## src/rtl/linear_layer_start_fifo_srl_ctrl.sv

```systemverilog
// Start-token FIFO built on a shift-register array, with a first-word-fall-through read side.
// Optional macro START_FIFO_OUT_REG_EN adds a registered output stage, giving DEPTH+1 total capacity.
module linear_layer_start_fifo_srl_ctrl #(
    parameter int DATA_WIDTH = 1,
    parameter int ADDR_WIDTH = 1,
    parameter int DEPTH      = 2
) (
    input  logic                  clk,
    input  logic                  reset_n,
    input  logic                  if_write_ce,
    input  logic                  if_write,
    input  logic [DATA_WIDTH-1:0] if_din,
    output logic                  if_full_n,
    input  logic                  if_read_ce,
    input  logic                  if_read,
    output logic [DATA_WIDTH-1:0] if_dout,
    output logic                  if_empty_n
);

    localparam int                CNT_W    = ADDR_WIDTH + 1;
    localparam logic [CNT_W-1:0]  CNT_FULL = CNT_W'(DEPTH);

    logic [DATA_WIDTH-1:0] r_mem [DEPTH];
    logic [CNT_W-1:0]      r_cnt;
    logic [CNT_W-1:0]      w_cnt_next;
    logic                  r_full_n;
    logic                  w_push;
    logic                  w_pop;
    logic                  w_take;
    logic [ADDR_WIDTH-1:0] w_raddr;
    logic [DATA_WIDTH-1:0] w_head;

    assign w_push  = if_write & if_write_ce & r_full_n;
    assign w_pop   = if_read & if_read_ce & if_empty_n;
    // Newest token lives at entry 0, so the oldest sits at cnt-1.
    assign w_raddr = r_cnt[ADDR_WIDTH-1:0] - ADDR_WIDTH'(1);

    always_ff @(posedge clk) begin
        if (reset_n && w_push) begin
            r_mem[0] <= if_din;
            for (int i = 1; i < DEPTH; i++) begin
                r_mem[i] <= r_mem[i-1];
            end
        end
    end

    always_comb begin
        w_head = '0;
        for (int i = 0; i < DEPTH; i++) begin
            if (w_raddr == i[ADDR_WIDTH-1:0]) begin
                w_head = r_mem[i];
            end
        end
    end

`ifdef START_FIFO_OUT_REG_EN
    logic                  r_out_valid;
    logic [DATA_WIDTH-1:0] r_out_data;

    // Refill the output stage whenever it is empty or being drained this cycle.
    assign w_take = (~r_out_valid | w_pop) & (r_cnt != '0);

    always_ff @(posedge clk) begin
        if (!reset_n) begin
            r_out_valid <= 1'b0;
            r_out_data  <= '0;
        end else if (w_take) begin
            r_out_valid <= 1'b1;
            r_out_data  <= w_head;
        end else if (w_pop) begin
            r_out_valid <= 1'b0;
        end
    end

    assign if_empty_n = r_out_valid;
    assign if_dout    = r_out_data;
`else
    logic r_empty_n;

    assign w_take = w_pop;

    always_ff @(posedge clk) begin
        if (!reset_n) begin
            r_empty_n <= 1'b0;
        end else begin
            r_empty_n <= (w_cnt_next != '0);
        end
    end

    assign if_empty_n = r_empty_n;
    assign if_dout    = w_head;
`endif

    always_comb begin
        w_cnt_next = r_cnt;
        if (w_push && !w_take) begin
            w_cnt_next = r_cnt + CNT_W'(1);
        end else if (!w_push && w_take) begin
            w_cnt_next = r_cnt - CNT_W'(1);
        end
    end

    always_ff @(posedge clk) begin
        if (!reset_n) begin
            r_cnt    <= '0;
            r_full_n <= 1'b1;
        end else begin
            r_cnt    <= w_cnt_next;
            r_full_n <= (w_cnt_next != CNT_FULL);
        end
    end

    assign if_full_n = r_full_n;

endmodule

```

## config.mk

```make
export PLATFORM = sky130hd
export DESIGN_NAME = linear_layer_start_fifo_srl_ctrl
export DESIGN_NICKNAME = d
export VERILOG_FILES = /design/src/rtl/linear_layer_start_fifo_srl_ctrl.sv
export SDC_FILE = /design/constraint.sdc
export NUM_CORES = 1
export LEC_CHECK = 0
export ABC_AREA = 1
export BUFFER_PORTS_ARGS = -buffer_cell sky130_fd_sc_hd__buf_2
export CORE_AREA = 2 2 39 41
export CTS_CLUSTER_SIZE = 8
export DETAILED_ROUTE_END_ITERATION = 12
export DIE_AREA = 0 0 41 43
export PLACE_DENSITY_LB_ADDON = 0.1
export RECOVER_POWER = 50
export SETUP_SLACK_MARGIN = 0.15
export SLEW_MARGIN = 25
export SYNTH_ARGS = -nofsm -noshare
export SYNTH_HDL_FRONTEND = slang
export SYNTH_SLANG_ARGS = --single-unit
```

## constraint.sdc

```tcl
create_clock -name clk -period 1.1 [get_ports clk]
set_clock_uncertainty 0.1 [all_clocks]
set_input_delay 0.22 -clock clk [delete_from_list [all_inputs] [get_ports clk]]
set_output_delay 0.22 -clock clk [all_outputs]
set_load 0.03 [all_outputs]
```

Yosys cells after proc, flatten, opt, wreduce, memory -nomap -nowiden --
Memories as Yosys holds them, arrays and structs flattened. Cells that the tools add are included. Widths: inputs -> output; s select.
Cells by class: add/subtract/negate cells 3, eq/ne operators 1, mux-type cells 5, bitwise logic cells 4, reduce and logical (&&, ||, !) cells 6
Operators by type and width (count):
- $and 1x1->1 | 4
- $mux 2 | 2
- $logic_and 1x1->1 | 3
- $mux 1 | 3
- $add 2x1->2 const B | 1
- $logic_not 1->1 | 2
- $ne 2x2->1 const B | 1
- $reduce_bool 2->1 | 1
- $sub 2x1->2 const B | 1
- $sub 1x1->1 const B | 1
Storage, ports and cells: register bits after elaboration 4, RAM bits 2, input bits 7, output and inout port bits 3, word-level logic and storage cells 23, memories 1
Memories:
- r_mem | words 2, width 1, read ports 2, clocked after memory_dff 0, write ports 2, line 23 | logic [DATA_WIDTH-1:0] r_mem [DEPTH];

Longest topological paths before layout --
Gate-level depths: netlist of the first run.
depth in word-level cells 7, gate-level depth with buffers 7, mapped depth without buffers 7

Least setup slack after synthesis of the first run --
No wires, ideal clock.
path type register to register, start point register r_full_n (netlist: if_full_n), end point register r_empty_n (netlist: if_empty_n), library setup time 0.115 ns, arrival time 1.019 ns, required time 0.885 ns, slack -0.134 ns, stages on the path, launching flop included 8, path buffers 0, clock period less this slack 1.234 ns, path through dfxtp_1 -> nand2_1 -> nor2_2 -> nand3_2 -> nand2_1 -> nand2_1 -> nand3_1 -> nand2_1
On the way: longest elaborated chain between the ends 6, elaborated cells between the ends (all ways) 7, those cells by class mux: 2; bitwise: 1; reduce/logical: 4
RTL lines:
- from (decl) | line 26 | logic r_full_n;
- from (signal assigned) | line 109 | r_full_n <= (w_cnt_next != CNT_FULL);
- $and 1x1->1 (*) | line 33 | assign w_push = if_write & if_write_ce & r_full_n;
- $logic_not 1->1 | line 98 | end else if (!w_push && w_take) begin
- $logic_and 1x1->1 | line 98
- $mux 2 | line 98
- $mux 2 (*) | line 96 | if (w_push && !w_take) begin
- $reduce_bool 2->1 (*) | line 86 | r_empty_n <= (w_cnt_next != '0);
- to (signal assigned) | line 86
- to (decl) | line 78 | logic r_empty_n;
Mark *: on every way between the ends. The rest lies on a longest branch, timed or not. A chain may end at the register's enable or synchronous reset.

==> summary.txt, run 1 <==
Detailed routing
  – DR DRC count: 0
  – Antenna Nets Post-Route: 0
  – Vias per Instance: 4.147
  – Starting DRT DRC Count: 1
  – Detailed Route WL: 650 microns
  – Pre-Repair DR Iteration Count: 2
  – Wire per inst: 9.559 microns
  – Vias: 282

Floorplan
  – Die area: 0.001763 sq mm
  – Core area: about 0.0014 sq mm
  – Die H: 43 microns
  – Initial Util: about a fifth
  – Num rows: 14
  – I/O pins: 10
  – Die W: 41 microns

Synthesis
  – Net count after synthesis: 45
  – Commonest cells in the netlist: 13 x nand2_1, 7 x inv_1, 7 x nand3_1, 4 x dfxtp_1
  – Synth Instances: 38
  – Async S/R FF share, synth: 0%
  – EDFF count, synth: 2
  – Dominant cell type by area after synthesis: dfxtp_1
  – Post-synthesis register bit count: 6
  – Largest cells by area after synthesis: dfxtp_1 28%, edfxtp_1 21%, nand2_1 17%
  – Synth cell types: 9
  – Ys flop type: dfxtp_1
  – Top cell type's share of synthesized area: 28.32%
  – Mapped cell area: 282.8 sq um
  – Sequential element share of the synthesized area: 49.56%
  – Mean Syn Cell Area: about 7.4 sq um
  – Most frequent cell after synthesis: nand2_1
  – Yosys warns: 0

STA
  – Final Hold Viols: 0
  – Final setup viols: 1
  – F_max: 0.8206 GHz
  – RSZ-0062 raised after global routing: yes
  – Final worst path period share: 110.8%
  – Final setup margin: -0.1186 ns
  – Fin crit period: 1.219 ns
  – Slew @ Worst Pin: 0.1200 ns
  – Pins Over Slew Limit: 0
  – Slew headroom: 91.99%
  – Hold_ws: 0.05218 ns
  – Setup TNS: -0.1186 ns

Clocking
  – Clock-pin slew of the registers on the worst-case setup and hold paths: 0.05 ns
  – CTS max path bufs: 2
  – Clock sinks: 6
  – Root buffer cell: clkbuf_4
  – H-tree depth: 1
  – Number of buffers created by CTS: 3
  – Later-pin clock latency in the skew report: 0.24 ns
  – CTS tree: done
  – Hold buffer count at CTS: 0

Layout
  – Finished Core Util: between 30% and 40%
  – Share of layout cells above drive strength 1: 67.31%
  – N_diodes: 0
  – Final instance area: a little under 500 sq um
  – Area growth from synthesis to layout: 69.91%
  – Final net count: 61

Global routing
  – GRT Overall Usage: 10.29%
  – First-pass GRT wire length: 1.173 mm
  – Initial antenna violation count: 0
  – Grt ovf: 0
  – Largest net degree at the start of global routing: 5
  – Vias in the first global route: 294

Critical path
  – Setup crit end kind: output pin
  – Crit-path max cell delay: 0.38 ns
  – Worst-path cell chain: nand2_1, nand2_2, buf_6
  – CP Data Arrival Time: roughly 0.90 ns
  – Critical path startpoint category: register
  – WS Path Type: register to output pin
  – CP delay by family, top: flip-flops
  – Worst EP required: roughly 0.8 ns
  – CP Buf/Inv Count: 1
  – CP Max Fanout: 2
  – Slowest stage cell, crit path: edfxtp_1

Place
  – Final HPWL DP: 459 microns
  – Routability Congestion: 0.7060
  – DP Area: 360.3 sq um
  – IO Port Bufs: 9

Run
  – Max-cap violations: 0

Pwr
  – Power Dens Cells: 1324 mW/mm^2
  – Net Sw Frac: 30.27%
  – Clock power frac: a little under a third
  – Int Pwr: 443.5 uW
  – Comb pwr share: between 20% and 30%
  – Leak Pwr: around 0.22 nW
  – Sw power: 192.5 uW
  – Flop pwr share: 42.4%
  – Maximum VDD drop: 0.6124 mV

Run status
  – Violated checks: negative setup slack
  – Status: complete, but fails checks

Hold path
  – Worst Hold Class: input pin to register
## flip-flops by register name, summed over array words and instances (netlist names)
name	count
if_empty_n	1
if_full_n	1
r_cnt	2
r_mem	2
## cells in the final DEF, fill, tap and decap left out, drive strengths merged
| master | instances |
|---|---|
| nand2 | 13 |
| buf | 11 |
| nor2 | 3 |
| nand4 | 1 |
| clkbuf | 3 |
| dfxtp | 4 |
| edfxtp | 2 |
| inv | 7 |
| nand3 | 8 |
## layout make-up
cell class	instances	area (sq um)
Clock buffer	3	22.52
Fill cell	156	903.4
Inverter	7	26.28
Multi-Input combinational cell	25	183.9
Sequential cell	6	148.9
Tap cell	16	20.02
Timing Repair Buffer	11	78.83
## what timing repair did
action,4_1_cts,5_1_grt
endpoints found under the hold margin,0,0
pin swaps,3,3
setup endpoints to repair,9,9
setup buffers,2,0
gates resized for setup,16,9
## stage by stage
step	total power, mW	instances	setup WS [ns]
2_1_floorplan	0.3430	38	0.03817
3_3_place_gp	0.3789	63	0.02483
3_5_place_dp	0.3796	63	0.03465
4_1_cts	0.6330	68	-0.1149
5_1_grt	0.6858	68	-0.1714
6_report	0.6359	68	-0.1186
## per-layer routing
metal / wire length, microns / GRT usage (%) / vias to the layer above / share of wire, %
met1: 265 / 12.75 / 128 / 41
met2: 343 / 13.13 / 5 / 53
li1: - / - / 147 / -
met5: 0 / 0 / - / 0
met4: 5 / 10.00 / 0 / 0.77
met3: 36 / 3.141 / 2 / 5.5
## kinds of logic after synthesis
| logic type | Yosys count | share of synthesized area, % |
|---|---|---|
| simple gates | 25 | 41.15 |
| buf+inv | 7 | 9.294 |
| flops | 6 | 49.56 |
## power by group through the flow
stage / Clock, mW / Sequential [mW] / Combinational, mW
6_report: 0.202 / 0.270 / 0.164
5_1_grt: 0.231 / 0.274 / 0.181
4_1_cts: 0.213 / 0.268 / 0.152
3_5_place_dp: 0 / 0.268 / 0.112
3_3_place_gp: 0 / 0.267 / 0.111
2_1_floorplan: 0 / 0.282 / 0.0612
## worst paths after layout
| check | to | slack, ns | cells after the start | start |
|---|---|---|---|---|
| setup / recovery | if_dout | -0.12 | 3 | r_mem[0][0] |
| hold / removal | r_mem[0][0] | 0.05 | 1 | if_din |
| setup reg to reg | if_full_n | 0.02 | 7 | if_empty_n |
| hold reg to reg | if_full_n | 0.42 | 2 | r_cnt[1] |
No activity file was read; power rests on OpenSTA's default activity.
==> run 2, diff against run 1 <==
==> constraint.sdc (replaced) <==
create_clock -name clk -period 1.35 [get_ports clk]
set_clock_uncertainty 0.1 [all_clocks]
set_input_delay 0.27 -clock clk [delete_from_list [all_inputs] [get_ports clk]]
set_output_delay 0.27 -clock clk [all_outputs]
set_load 0.03 [all_outputs]
==> run 2 against run 1 <==
The run now ends clean. First-iteration DRC count grew to 4.0 times the previous value. Cell count stayed put. Critical path type unchanged. Combinational power is 40% lower. Core utilization is 6.6 points lower. Total power is 23% lower. Worst hold slack better by 0.050 ns. Sequential power is 21% lower. Final area is 19% lower. Global-route usage is 1.8 points lower. Clock power is 12% lower. Register-to-register slack better by 0.25 ns.
==> summary.txt, run 2 (same netlist as run 1, synthesis figures left out) <==
Run status
  – Status: finished, final reports clean

Critical path
  – R2R Path Start: if_full_n
  – CP delay by family, top: flip-flops
  – WS Path Type: register to output pin
  – R2r endpoint: if_empty_n
  – Worst-path cell chain: nand2_1, nand2_1, buf_6
  – Critical path startpoint category: register
  – R2R Setup Slk: ~0.27 ns
  – CP Max Fanout: 2
  – Setup crit end kind: output pin
  – CP Data Arrival Time: 0.88 ns
  – Slowest stage cell, crit path: edfxtp_1
  – Crit-path max cell delay: approximately 0.38 ns
  – Worst EP required: 0.98 ns
  – CP Buf/Inv Count: 1
  – Worst r2r path cells: 7
  – Crit path top cell by count: nand2_1

Run
  – Max-cap violations: 0

Pwr
  – Leak Pwr: 0.2025 nW
  – Net Sw Frac: between 20% and 30%
  – Power Dens Cells: 1259 mW/mm^2
  – Maximum VDD drop: 0.4001 mV
  – Clock power frac: 36.4%
  – Int Pwr: about 350 uW
  – Sw power: 137.4 uW
  – Flop pwr share: between 40% and 50%
  – Comb pwr share: 20.0%

Place
  – IO Port Bufs: 9
  – Final HPWL DP: 447.2 microns
  – Routability Congestion: roughly 0.70
  – Dpl ws: 0.2274 ns
  – Placed instance count: 63
  – DP Area: 350.3 sq um

Hold path
  – Worst Min Path Start: if_din
  – Worst Hold Depth: 1
  – Worst Hold Class: input pin to register
  – Hold EP: r_mem[0][0]

Layout
  – Biggest regs: r_cnt x2, r_mem x2
  – Final net count: 60
  – N_diodes: 0
  – Final Non-Filler Cells: 68
  – Final instance area: 389.1 sq um
  – Most common cell after layout, fill and taps aside: nand2_1
  – Area growth from synthesis to layout: 37.61%
  – Share of layout cells above drive strength 1: between 30 and 40%
  – Most frequent cells in the layout: 13 x nand2_1, 7 x nand3_1, 7 x buf_2

STA
  – Final Hold Viols: 0
  – F_max: around 0.80 GHz
  – Slew headroom: 75.55%
  – Fin crit period: 1.253 ns
  – Setup TNS: 0 ns
  – Final setup margin: about 0.097 ns
  – RSZ-0062 raised after global routing: yes
  – Hold_ws: 0.1026 ns
  – Final setup viols: 0
  – Final worst path period share: 92.84%
  – Slew @ Worst Pin: 0.3683 ns
  – Pins Over Slew Limit: 0

Floorplan
  – Die area: 0.001763 sq mm
  – Core area: 0.001384 sq mm
  – Die H: 43 microns
  – Initial Util: approximately 20%
  – I/O pins: 10
  – Num rows: 14
  – Die W: 41 microns

Global routing
  – Met2 Use GR: 11.56%
  – Vias in the first global route: 249
  – Most Used Layer, Global Route: met2
  – Grt ovf: 0
  – Met3 Usage GRT: ~3.1%
  – GRT Overall Usage: 8.476%
  – First-pass GRT wire length: 952 microns
  – Initial antenna violation count: 0
  – Met1 Resource Use GR: under 10%
  – Largest net degree at the start of global routing: 5

Clocking
  – CTS tree: done
  – H-tree depth: 1
  – Clock sinks: 6
  – Number of buffers created by CTS: 3
  – Root buffer cell: clkbuf_4
  – Hold buffer count at CTS: 0
  – CTS max path bufs: 2
  – Later-pin clock latency in the skew report: roughly 0.24 ns
  – Clock-pin slew of the registers on the worst-case setup and hold paths: 0.05 ns

Detailed routing
  – Starting DRT DRC Count: 4
  – Antenna Nets Post-Route: 0
  – Vias per Instance: 4.000
  – Detailed Route WL: 575 microns
  – Vias: ~270
  – DR DRC count: 0
  – Pre-Repair DR Iteration Count: 2
  – Wire per inst: 8.456 microns
==> run 2: cell count changes in the layout (fill, tap and decap cells not counted), sizes merged <==
cell and change:
clkbuf +2, buf -2
==> run 2: layout make-up <==
cell class                      instances  area [sq um]
Inverter                                7         26.28
Sequential cell                         6         142.6
Tap cell                               16         20.02
Fill cell                             154         994.7
Timing Repair Buffer                   10         57.56
Multi-Input combinational cell         25         116.4
Clock buffer                            4         26.28
==> run 2: layer usage <==
metal | vias up | share of wire [%]
met4 | 0 | 2.1
met3 | 2 | 7.1
met1 | 115 | 47
li1 | 147 | -
met5 | - | 0
met2 | 8 | 44
==> run 2: power by group through the flow <==
stage          sequential (mW)  clock (mW)  combinational, mW
6_report                 0.214       0.178             0.0978
5_1_grt                  0.216       0.197              0.110
4_1_cts                  0.214       0.186              0.101
3_5_place_dp             0.218           0             0.0900
3_3_place_gp             0.217           0             0.0896
2_1_floorplan            0.229           0             0.0483
==> run 2: what timing repair did <==
item / 4_1_cts / 5_1_grt
endpoints found under the hold margin: 0 / 0
endpoints found under the setup margin: 1 / 1
setup buffers: 1 / 0
pin swaps: 2 / 0
gates resized for setup: 4 / 0
==> run 2: worst max-delay path by stage <==
stage	slack [ns]	startpoint	depth (start not counted)	to
3_5_place_dp	0.23	r_cnt[0]	4	if_dout
5_1_grt	0.007	r_mem[0][0]	3	if_dout
4_1_cts	0.08	r_mem[0][0]	3	if_dout
3_3_place_gp	0.23	if_write_ce	7	if_empty_n
6_report	0.1	r_mem[0][0]	3	if_dout
2_1_floorplan	0.23	if_full_n	7	if_empty_n
==> run 2: through the flow <==
step                utilization, %  power, mW
floorplan                        -     0.2777
global placement             25.32     0.3065
detailed placement           25.32     0.3075
CTS                          28.30     0.5005
global route                 28.12     0.5222
finish                       28.12     0.4899
==> run 3, diff against run 2 <==
--- a/config.mk
+++ b/config.mk
@@ -6,7 +6,7 @@
 export NUM_CORES = 1
 export LEC_CHECK = 0
 export ABC_AREA = 1
-export BUFFER_PORTS_ARGS = -buffer_cell sky130_fd_sc_hd__buf_2
+export BUFFER_PORTS_ARGS = -buffer_cell sky130_fd_sc_hd__buf_4
 export CORE_AREA = 2 2 39 41
 export CTS_CLUSTER_SIZE = 8
 export DETAILED_ROUTE_END_ITERATION = 12
@@ -14,6 +14,7 @@
 export PLACE_DENSITY_LB_ADDON = 0.1
 export RECOVER_POWER = 50
 export SETUP_SLACK_MARGIN = 0.15
+export SKIP_LAST_GASP = 1
 export SLEW_MARGIN = 25
 export SYNTH_ARGS = -nofsm -noshare
 export SYNTH_HDL_FRONTEND = slang
==> run 3 against run 2 <==
Fmax down 0.85%. Sequential share of layout area down 2.2 points. Total power up 2.0%. Global-route usage down 0.92 points. Largest power group unchanged. Worst setup slack worse by 0.011 ns. Critical path depth unchanged. Combinational power up 7%. Cell count up 1.5%. Count of clock-buffer cells in the layout unchanged. Critical endpoint unchanged. Routed wire length down 0.52%.
==> summary.txt, run 3 (same netlist as run 1, synthesis figures left out) <==
Floorplan
  – Die H: 43 microns
  – I/O pins: 10
  – Initial Util: between 20% and 30%
  – Num rows: 14
  – Core area: approximately 0.0014 sq mm
  – Die W: between 40 and 50 microns
  – Die area: 0.001763 sq mm

Pwr
  – Clock power frac: 36.4%
  – Maximum VDD drop: 0.4149 mV
  – Sw power: 140.4 uW
  – Leak Pwr: 0.2139 nW
  – Net Sw Frac: 28.09%
  – Power Dens Cells: approximately 1200 mW/mm^2
  – Flop pwr share: between 40 and 50%
  – Int Pwr: 359.3 uW
  – Comb pwr share: a little over a fifth

Place
  – Routability Congestion: 0.7247
  – IO Port Bufs: 9
  – Final HPWL DP: ~430 microns
  – Placed instance count: 63

Layout
  – Most frequent cells in the layout: 13 x nand2_1, 7 x nand3_1, 7 x buf_4
  – Share of layout cells above drive strength 1: 35.85%
  – Biggest regs: r_cnt x2, r_mem x2
  – Final net count: 61
  – Most common cell after layout, fill and taps aside: nand2_1
  – Area growth from synthesis to layout: 46.46%
  – N_diodes: 0
  – Final Non-Filler Cells: 69

Clocking
  – CTS max path bufs: 2
  – H-tree depth: 1
  – Clock sinks: 6
  – CTS tree: done
  – Clock-pin slew of the registers on the worst-case setup and hold paths: 0.05 ns
  – Number of buffers created by CTS: 3
  – Later-pin clock latency in the skew report: 0.25 ns
  – Root buffer cell: clkbuf_4

STA
  – Slew headroom: 75.95%
  – RSZ-0062 raised after global routing: yes
  – Fin crit period: around 1.3 ns
  – Setup TNS: 0 ns
  – Hold_ws: between 0.1 and 0.15 ns
  – Final worst path period share: between 90% and 100%
  – Final setup viols: 0
  – Slew @ Worst Pin: 0.3623 ns
  – Pins Over Slew Limit: 0
  – Final Hold Viols: 0
  – F_max: 0.7910 GHz

Global routing
  – Grt ovf: 0
  – First-pass GRT wire length: about 890 microns
  – GRT Overall Usage: between 7 and 8%
  – Vias in the first global route: 256
  – Initial antenna violation count: 0
  – Largest net degree at the start of global routing: 5

Detailed routing
  – DR DRC count: 0
  – Vias: 282
  – Antenna Nets Post-Route: 0
  – Wire per inst: 8.290 microns
  – Vias per Instance: between 4 and 5
  – Pre-Repair DR Iteration Count: 4
  – Detailed Route WL: 572 microns
  – Starting DRT DRC Count: 13

Critical path
  – CP Max Fanout: 2
  – Critical path startpoint category: register
  – WS Path Type: register to output pin
  – Worst EP required: 0.98 ns
  – CP Data Arrival Time: ~0.9 ns
  – Setup crit end kind: output pin

Run status
  – Status: finished, final reports clean

Hold path
  – Worst Hold Class: input pin to register

Run
  – Max-cap violations: 0
-- run 3: cell count changes in the layout (fill, tap and decap cells not counted) --
cell and delta:
buf_2 -7, buf_4 +6, clkbuf_4 +2
-- run 3: worst max-delay path, cell delays in order (launching register included) --
cell	delay, ns
edfxtp_1	0.39
nand2_1	0.07
nand2_1	0.05
buf_6	0.13
-- run 3: path summary, 6_finish.rpt --
kind	startpoint	endpoint	slack (ns)	depth (start not counted)
worst max register to register	if_full_n	if_empty_n	0.25	5
worst min-delay path	if_din	r_mem[0][0]	0.12	1
worst max-delay path	r_mem[0][0]	if_dout	0.09	3
worst min register to register	r_cnt[1]	if_full_n	0.39	2
-- run 3: area by class of cell --
class                           instances  area, sq um
Multi-Input combinational cell         25        116.4
Clock buffer                            4        26.28
Sequential cell                         6        142.6
Tap cell                               16        20.02
Inverter                                7        26.28
Timing Repair Buffer                   11        82.58
Fill cell                             150        969.7
-- run 3: power by group through the flow --
| stage | logic (mW) | clock network [mW] | registers (mW) |
|---|---|---|---|
| CTS | 0.109 | 0.188 | 0.214 |
| detailed placement | 0.0999 | 0 | 0.217 |
| finish | 0.105 | 0.182 | 0.213 |
| global route | 0.118 | 0.196 | 0.215 |
| global placement | 0.100 | 0 | 0.217 |
| floorplan | 0.0483 | 0 | 0.229 |
-- run 3: what timing repair did --
item | CTS | global route
gates resized for setup | 3 | 0
pin swaps | 2 | 0
endpoints found under the setup margin | 1 | 1
hold buffers | 0 | 0
buffers inserted | 1 | 1
gates cloned | 0 | 0
hold endpoints to repair | 0 | 0
-- run 3: stage by stage --
stage          setup slack, ns  total power, mW  area (sq um)  util, %
3_3_place_gp            0.2250           0.3172         372.9    26.94
6_report               0.08585           0.4997         414.1    29.93
3_5_place_dp            0.2299           0.3174         372.9    26.94
2_1_floorplan           0.2317           0.2777         285.3        -
4_1_cts                0.07789           0.5103         411.6    29.75
5_1_grt                0.04175           0.5287         414.1    29.93
-- run 3: routing by layer --
metal  routed length [microns]  GRT usage, %  up-vias  part of all wire [%]
met4                         5         6.000        0                  0.87
li1                          -             -      149                     -
met5                         0             0        -                     0
met3                        59         1.571        2                    10
met1                       273         8.795      119                    48
met2                       233         11.25       12                    41
